<file path="src/rtl/fib_pkg.sv">
// Shared definitions for the fib_bcd converter and its optional display driver.
//   state_e    : converter FSM states (IDLE, SHIFT)
//   digits_ok  : true when DIGITS decimal digits can hold any WIDTH-bit value
//   SEG_GLYPH  : seven-segment glyphs for 0-9, bit 0 = segment a, active-high
//   seg_glyph  : glyph lookup that blanks non-decimal nibbles
package fib_pkg;

  typedef enum logic {
    IDLE  = 1'b0,
    SHIFT = 1'b1
  } state_e;

  // Only supports WIDTH < 64; 10^DIGITS must exceed 2^WIDTH - 1.
  function automatic bit digits_ok(input int unsigned width, input int unsigned digits);
    longint unsigned pow10;
    longint unsigned max_bin;
    pow10 = 1;
    for (int unsigned i = 0; i < digits; i++) pow10 = pow10 * 10;
    max_bin = (longint'(1) << width) - 1;
    return pow10 > max_bin;
  endfunction

  localparam logic [6:0] SEG_GLYPH [10] = '{
    7'h3F, 7'h06, 7'h5B, 7'h4F, 7'h66,
    7'h6D, 7'h7D, 7'h07, 7'h7F, 7'h6F
  };

  function automatic logic [6:0] seg_glyph(input logic [3:0] d);
    return (d <= 4'd9) ? SEG_GLYPH[d] : 7'h00;
  endfunction

endpackage

</file>
<file path="src/rtl/fib_seg_scan.sv">
// Multiplexed seven-segment scan driver for the fib_bcd result.
//   i_clk, i_reset : clock, synchronous active-high reset
//   i_bcd          : packed BCD digits, digit 0 in [3:0]
//   o_seg          : registered glyph of the selected digit (a = bit 0)
//   o_dig          : one-hot digit select, digit 0 after reset
// A SCAN_BITS-bit free-running prescaler steps the digit index on wrap.
module fib_seg_scan
  import fib_pkg::*;
#(
  parameter int DIGITS    = 3,
  parameter int SCAN_BITS = 10
) (
  input  logic                  i_clk,
  input  logic                  i_reset,
  input  logic [4*DIGITS-1:0]   i_bcd,
  output logic [6:0]            o_seg,
  output logic [DIGITS-1:0]     o_dig
);

  localparam int IDX_W = (DIGITS > 1) ? $clog2(DIGITS) : 1;

  logic [SCAN_BITS-1:0] pre_q;
  logic [IDX_W-1:0]     idx_q;
  logic [6:0]           seg_q;
  logic [3:0]           nib;

  assign nib = i_bcd[int'(idx_q)*4 +: 4];

  always_ff @(posedge i_clk) begin
    if (i_reset) begin
      pre_q <= '0;
      idx_q <= '0;
      seg_q <= 7'h3F;
    end else begin
      pre_q <= pre_q + SCAN_BITS'(1);
      if (&pre_q) begin
        idx_q <= (idx_q == IDX_W'(DIGITS - 1)) ? '0 : idx_q + IDX_W'(1);
      end
      // glyph lags the select by one cycle
      seg_q <= seg_glyph(nib);
    end
  end

  always_comb begin
    o_dig        = '0;
    o_dig[idx_q] = 1'b1;
  end

  assign o_seg = seg_q;

endmodule

</file>
<file path="src/rtl/fib_bcd.sv">
// Sequential binary-to-BCD converter (double-dabble, one bit per clock),
// fed by the fib sequence generator's o_fib output.
//   i_clk, i_reset : clock, synchronous active-high reset
//   i_stb          : start request, honoured only while idle
//   i_bin          : WIDTH-bit binary value captured on the accepting edge
//   o_busy         : conversion in progress
//   o_bcd          : DIGITS packed BCD digits, units in [3:0], held between results
//   o_valid        : one-cycle pulse when o_bcd updates
//   o_seg, o_dig   : seven-segment driver outputs, only when FIB_BCD_SEG_EN is defined
// Optional feature macro: FIB_BCD_SEG_EN (adds the multiplexed display driver).
module fib_bcd
  import fib_pkg::*;
#(
  parameter int WIDTH     = 8,
  parameter int DIGITS    = 3,
  parameter int SCAN_BITS = 10
) (
  input  logic                  i_clk,
  input  logic                  i_reset,
  input  logic                  i_stb,
  input  logic [WIDTH-1:0]      i_bin,
  output logic                  o_busy,
  output logic [4*DIGITS-1:0]   o_bcd,
  output logic                  o_valid
`ifdef FIB_BCD_SEG_EN
  ,
  output logic [6:0]            o_seg,
  output logic [DIGITS-1:0]     o_dig
`endif
);

  localparam int BCD_W = 4 * DIGITS;
  localparam int CNT_W = $clog2(WIDTH + 1);

  if (WIDTH < 1) begin : g_bad_width
    $error("fib_bcd: WIDTH must be at least 1");
  end
  if (!digits_ok(WIDTH, DIGITS)) begin : g_bad_digits
    $error("fib_bcd: DIGITS too small for WIDTH");
  end
  if (SCAN_BITS < 1) begin : g_bad_scan
    $error("fib_bcd: SCAN_BITS must be at least 1");
  end

  state_e            state_q, state_d;
  logic [CNT_W-1:0]  cnt_q, cnt_d;
  logic [WIDTH-1:0]  sr_q, sr_d;
  logic [BCD_W-1:0]  scr_q, scr_d;
  logic [BCD_W-1:0]  adj;
  logic [BCD_W-1:0]  bcd_q, bcd_d;
  logic              valid_q, valid_d;

  always_comb begin
    adj = scr_q;
    for (int n = 0; n < DIGITS; n++) begin
      if (scr_q[4*n +: 4] >= 4'd5) adj[4*n +: 4] = scr_q[4*n +: 4] + 4'd3;
    end

    state_d = state_q;
    cnt_d   = cnt_q;
    sr_d    = sr_q;
    scr_d   = scr_q;
    bcd_d   = bcd_q;
    valid_d = 1'b0;

    unique case (state_q)
      IDLE: begin
        if (i_stb) begin
          sr_d    = i_bin;
          scr_d   = '0;
          cnt_d   = CNT_W'(WIDTH);
          state_d = SHIFT;
        end
      end
      SHIFT: begin
        // adjust on the pre-shift scratch, then shift the whole chain left
        {scr_d, sr_d} = {adj, sr_q} << 1;
        cnt_d         = cnt_q - CNT_W'(1);
        if (cnt_q == CNT_W'(1)) begin
          bcd_d   = scr_d;
          valid_d = 1'b1;
          state_d = IDLE;
        end
      end
      default: state_d = IDLE;
    endcase
  end

  always_ff @(posedge i_clk) begin
    if (i_reset) begin
      state_q <= IDLE;
      cnt_q   <= '0;
      bcd_q   <= '0;
      valid_q <= 1'b0;
    end else begin
      state_q <= state_d;
      cnt_q   <= cnt_d;
      bcd_q   <= bcd_d;
      valid_q <= valid_d;
    end
  end

  // working registers carry no reset; IDLE reloads them before use
  always_ff @(posedge i_clk) begin
    sr_q  <= sr_d;
    scr_q <= scr_d;
  end

  assign o_busy  = (state_q == SHIFT);
  assign o_bcd   = bcd_q;
  assign o_valid = valid_q;

`ifdef FIB_BCD_SEG_EN
  fib_seg_scan #(
    .DIGITS    (DIGITS),
    .SCAN_BITS (SCAN_BITS)
  ) u_seg_scan (
    .i_clk   (i_clk),
    .i_reset (i_reset),
    .i_bcd   (bcd_q),
    .o_seg   (o_seg),
    .o_dig   (o_dig)
  );
`endif

endmodule

</file>
<file path="config.mk">
export PLATFORM = sky130hd
export DESIGN_NAME = fib_bcd
export DESIGN_NICKNAME = d
export VERILOG_FILES = /design/src/rtl/fib_pkg.sv /design/src/rtl/fib_seg_scan.sv /design/src/rtl/fib_bcd.sv
export SDC_FILE = /design/constraint.sdc
export NUM_CORES = 1
export LEC_CHECK = 0
export BUFFER_PORTS_ARGS = -buffer_cell sky130_fd_sc_hd__buf_2
export CAP_MARGIN = 20
export CORE_MARGIN = 2
export CORE_UTILIZATION = 55
export CTS_CLUSTER_SIZE = 24
export DETAILED_ROUTE_END_ITERATION = 16
export PLACE_DENSITY = 0.77
export SLEW_MARGIN = 20
export SYNTH_ARGS = -nofsm -noshare
export SYNTH_HDL_FRONTEND = slang
export SYNTH_HIERARCHICAL = 1
export SYNTH_SLANG_ARGS = --single-unit
</file>
<file path="constraint.sdc">
create_clock -name i_clk -period 2.15 [get_ports i_clk]
set_clock_uncertainty 0.1 [all_clocks]
set_input_delay 0.215 -clock i_clk [delete_from_list [all_inputs] [get_ports i_clk]]
set_output_delay 0.215 -clock i_clk [all_outputs]
set_load 0.05 [all_outputs]
</file>
* Word level (Yosys, flattened, before mapping)
Cells that the tools add are included.
** Word-level totals
- Register bits :: 38
- Bits of input ports :: 11
- Output and inout bits :: 14
** Cells by class
- Add/subtract/negate cells :: 4
- Order comparisons :: 3
- Eq/ne operators :: 2
- Muxes and demuxes :: 13
- Bitwise operators :: 1
- Reductions and logical operators :: 2
** Operators with widths (number)
- 12-bit one-hot mux with 2 select lines :: 1
- 8-bit one-hot mux with 2 select lines :: 1
- 4-bit by 3-bit greater-or-equal comparator with 1-bit output (second input constant) :: 3
- 12-bit two-way mux :: 1
- 4-bit two-way mux :: 3
- 4-bit by 2-bit adder with 4-bit output (second input constant) :: 2
- 8-bit two-way mux :: 1
- 4-bit one-hot mux with 2 select lines :: 1
- 4-bit by 1-bit == test with 1-bit output (second input constant) :: 1
- 4-bit by 1-bit subtractor with 4-bit output (second input constant) :: 1
- 3-bit by 2-bit adder with 3-bit output (second input constant) :: 1
- 1-bit two-way mux :: 3
- 3-bit two-way mux :: 1
- 2-bit != test (second input constant) :: 1
- 1-bit one-hot mux with 2 select lines :: 1
- 2-bit AND reduction :: 1
- 2-bit OR reduction :: 1
- 1-bit NOT :: 1

* Longest topological paths before layout
- Depth after elaboration :: 3
- Depth in mapped cells :: 7

* Worst setup path after synthesis
Ideal clock, no wire load.
- Path kind :: reg-to-reg
- Start point :: register state_q, in the netlist o_busy
- End point :: register sr_q[1] (data pin)
- Setup time :: 260 ps
- Data arrival time :: 1391 ps
- Path slack :: 399 ps
- Cell stages (with the launch flop) :: 4
- Clock period less this slack :: 1751 ps
- Cell sequence :: dfxtp_1 > buf_4 > buf_2 > mux2_2
** Between the ends
- Cells in the longest elaborated chain, start to end :: 2
** RTL lines
- start: declaration :: line fib_bcd.sv:45 : state_e state_q, state_d;
- start signal: assignment :: line fib_bcd.sv:96 : state_q <= state_d;
- 1-bit NOT
- 8-bit one-hot mux with 2 select lines (*) :: line fib_bcd.sv:66 : unique case (state_q)
- named net sr_d[1] :: line fib_bcd.sv:47 : logic [WIDTH-1:0] sr_q, sr_d;
- end signal: assignment :: line fib_bcd.sv:105 : sr_q <= sr_d;
- end: declaration :: line fib_bcd.sv:47
The timed path passes the listed nets; every way through them passes the cells marked *.
A chain may end at the register's enable or synchronous reset.

* Worst setup path after layout
- Start point :: register state_q, in the netlist o_busy
- End point :: output o_busy
** RTL lines
- end: declaration :: line fib_bcd.sv:22 : output logic o_busy,
No word-level cell between the ends.

==> results.sh <==
export IMPL_outcome="completed"
export IMPL_cp_max_fo=25
export IMPL_fin_area_mm2=0.001938
export IMPL_synthSimpleGateAreaFrac_pct=13.03
export IMPL_final_cell_mix="24 x buf_2, 20 x edfxtp_1, 18 x dfxtp_1, 8 x inv_1, 8 x ha_1"
export IMPL_critPathKind="reg2out"
export IMPL_postCtsHoldBufs=0
export IMPL_clk_path_buf_depth=2
export IMPL_grt_max_degree=26
export IMPL_slew_viol_final=0
export IMPL_ys_seq_area_share_pct=56.85
export IMPL_final_layout_size_suffix_gt1_share_pct=29.27
export IMPL_finalSetupTns_ns=0
export IMPL_dp_hpwl_mm=1.972
export IMPL_synthAdderAreaFrac_pct=5.922
export IMPL_synth_seq_cells=38
export IMPL_synth_fp_nets=154
export IMPL_start_kind="flop"
export IMPL_synth_compound_area_share_pct=11.77
export IMPL_fin_crit_ns=1.707
export IMPL_num_rows=20
export IMPL_fmax_mhz=585.7
export IMPL_power_frac_seq_pct=51.4
export IMPL_mostFrequentLayoutCell="buf_2"
export IMPL_drc=0
export IMPL_cts_tree="done"
export IMPL_grt_usage_pct=17.95
export IMPL_io_pins=25
export IMPL_place_inst=189
export IMPL_hold_class="in2reg"
export IMPL_layout_cells_non_filler=197
export IMPL_internal_power_mw=1.284
export IMPL_synthMuxAreaShare_pct=7.032
export IMPL_cts_setup_buffers=0
export IMPL_cpMaxStageDelayCell="dfxtp_1"
export IMPL_rrSetupSlack_ns=0.48
export IMPL_slowest_delay_ns=0.44
export IMPL_num_antenna_cells=0
export IMPL_start_util_pct=56.76
export IMPL_drt_total_wl_mm=2.809
export IMPL_dpl_cell_area_mm2=0.001832
export IMPL_synth_top_family_by_area="simple AND/OR/NAND/NOR gates"
export IMPL_pwr_share_comb_pct=14.4
export IMPL_cp_end_kind="primary output"
export IMPL_rsz0062_at_grt="false"
export IMPL_dr_pass1_iters=4
export IMPL_die_y_um=59.44
export IMPL_pre_cts_slack_ns=0.5089
export IMPL_htreeDepth=2
export IMPL_netlist_area_mm2=0.001690
export IMPL_post_cts_resized=0
export IMPL_timing_final_crit_share_pct=79.41
export IMPL_p_leak_nw=0.7972
export IMPL_synth_xor_area_share_pct=1.554
export IMPL_wl_per_cell_um=14.26
export IMPL_ir_worst_vdd_v=0.0005889
export IMPL_die_area_mm2=0.003533
export IMPL_antenna_left=0
export IMPL_clock_power_share_pct=34.2
export IMPL_worstPathCellList="buf_4 -> buf_2"
export IMPL_yosysWarningCount=6
export IMPL_vias=1084
export IMPL_syn_inst=135
export IMPL_die_x_um=59.44
export IMPL_max_slew_margin_rel_pct=64.31
export IMPL_gp_congestion=0.8141
export IMPL_syn_area_per_cell_um2=12.52
export IMPL_setup_viol=0
export IMPL_core_region_area_mm2=0.002978
export IMPL_setup_ws_ns=0.4426
export IMPL_hold_violations=0
export IMPL_swShare_pct=24.31
export IMPL_grt_pass1_wl_mm=4.567
export IMPL_cts_clk_slew_worst_paths_ns=0.11
export IMPL_vias_per_cell=5.503
export IMPL_root_buffer="clkbuf_4"
export IMPL_drtIter0Drc=42
export IMPL_nets=182
export IMPL_antenna_found_initial=0
export IMPL_clock_latency_ns=0.35
export IMPL_crit_arrival_ns=1.39
export IMPL_grt_pass1_vias=1018
export IMPL_grt_ovfl_total=0
export IMPL_cp_required_ns=1.84
export IMPL_syn_to_final_growth_pct=14.66
export IMPL_cap_violations=0
export IMPL_worstMarginPinSlew_ns=0.5348
export IMPL_ys_types=30
export IMPL_cts_num_sinks=38
export IMPL_p_switching_mw=0.4126
export IMPL_numCtsBuffers=5
export IMPL_power_density_mw_per_mm2=875.5
export IMPL_io_buffers=24
## final timing paths
check / startpoint / to / depth (start not counted)
worst max-delay path: o_busy / o_busy / 2
worst min register to register: o_bcd[7] / o_bcd[7] / 1
worst max register to register: scr_q[0] / scr_q[2] / 5
worst min-delay path: i_reset / cnt_q[2] / 2
## routing by layer
metal	track usage, %	part of all wire (%)
met1	20.37	43
met2	29.98	52
met3	6.550	4.2
met4	8.117	1.6
met5	0	0
## registers in the layout, summed over array words and instances, names as in the netlist
| register | cells |
|---|---|
| o_bcd | 12 |
| scr_q | 12 |
| sr_q | 8 |
| cnt_q | 4 |
| o_busy | 1 |
| o_valid | 1 |
## through the flow
step / util [%] / power (mW) / hold slack [ns]
CTS: 65.08 / 1.712 / 0.002271
global placement: 61.51 / 1.119 / 0.3387
floorplan: - / 1.075 / 0.1841
global route: 65.08 / 1.776 / 0.004555
detailed placement: 61.51 / 1.134 / 0.3460
finish: 65.08 / 1.697 / 0.01210
## kinds of logic after synthesis
family                     Yosys count
AOI/OAI and AO/OA                   27
xor gates and xnor gates             3
DFF                                 38
and+or+nand+nor                     34
muxes                               11
adders and majority gates            8
buffers and inverters               14
## cell type report
type | instances | area, um2
repair buffers | 25 | 127.6
fillers | 231 | 1040
clock inverters | 1 | 30.03
multi-input cells | 83 | 664.4
clock buffers | 7 | 76.32
inverters | 10 | 37.54
flip-flops and latches | 38 | 960.9
well taps | 33 | 41.29
## worst max-delay path, delay by kind of cell (launching register included)
kind	cells	cell delay (ns)
buf+inv	2	0.60
flops	1	0.44
## Yosys cell counts (all sizes together)
master   instances  area share (%)
ha               8             5.9
nand2            1            0.22
buf              3             1.4
o2bb2ai          5             2.6
clkbuf           1            0.22
edfxtp          20              36
a22o             7             3.6
mux2i            4             2.4
o21ai            3            0.89
dfxtp           18              21
a21oi           10             3.6
nor3b            5             2.2
inv             10             2.2
mux2             7             4.7
nor3             3             1.6
nor2             4             1.0
nor2b            7             2.6
nand3b           1            0.44
and2             7             2.6
xnor2            3             1.6
a311oi           1            0.52
nand2b           6             2.4
o31a             1            0.52
## power groups by stage
stage	combinational [mW]	sequential (mW)	clock, mW
2_1_floorplan	0.178	0.897	0
3_3_place_gp	0.234	0.885	0
5_1_grt	0.273	0.880	0.623
3_5_place_dp	0.246	0.888	0
4_1_cts	0.248	0.872	0.592
6_report	0.244	0.873	0.580
(Power assumes the default switching activity.)
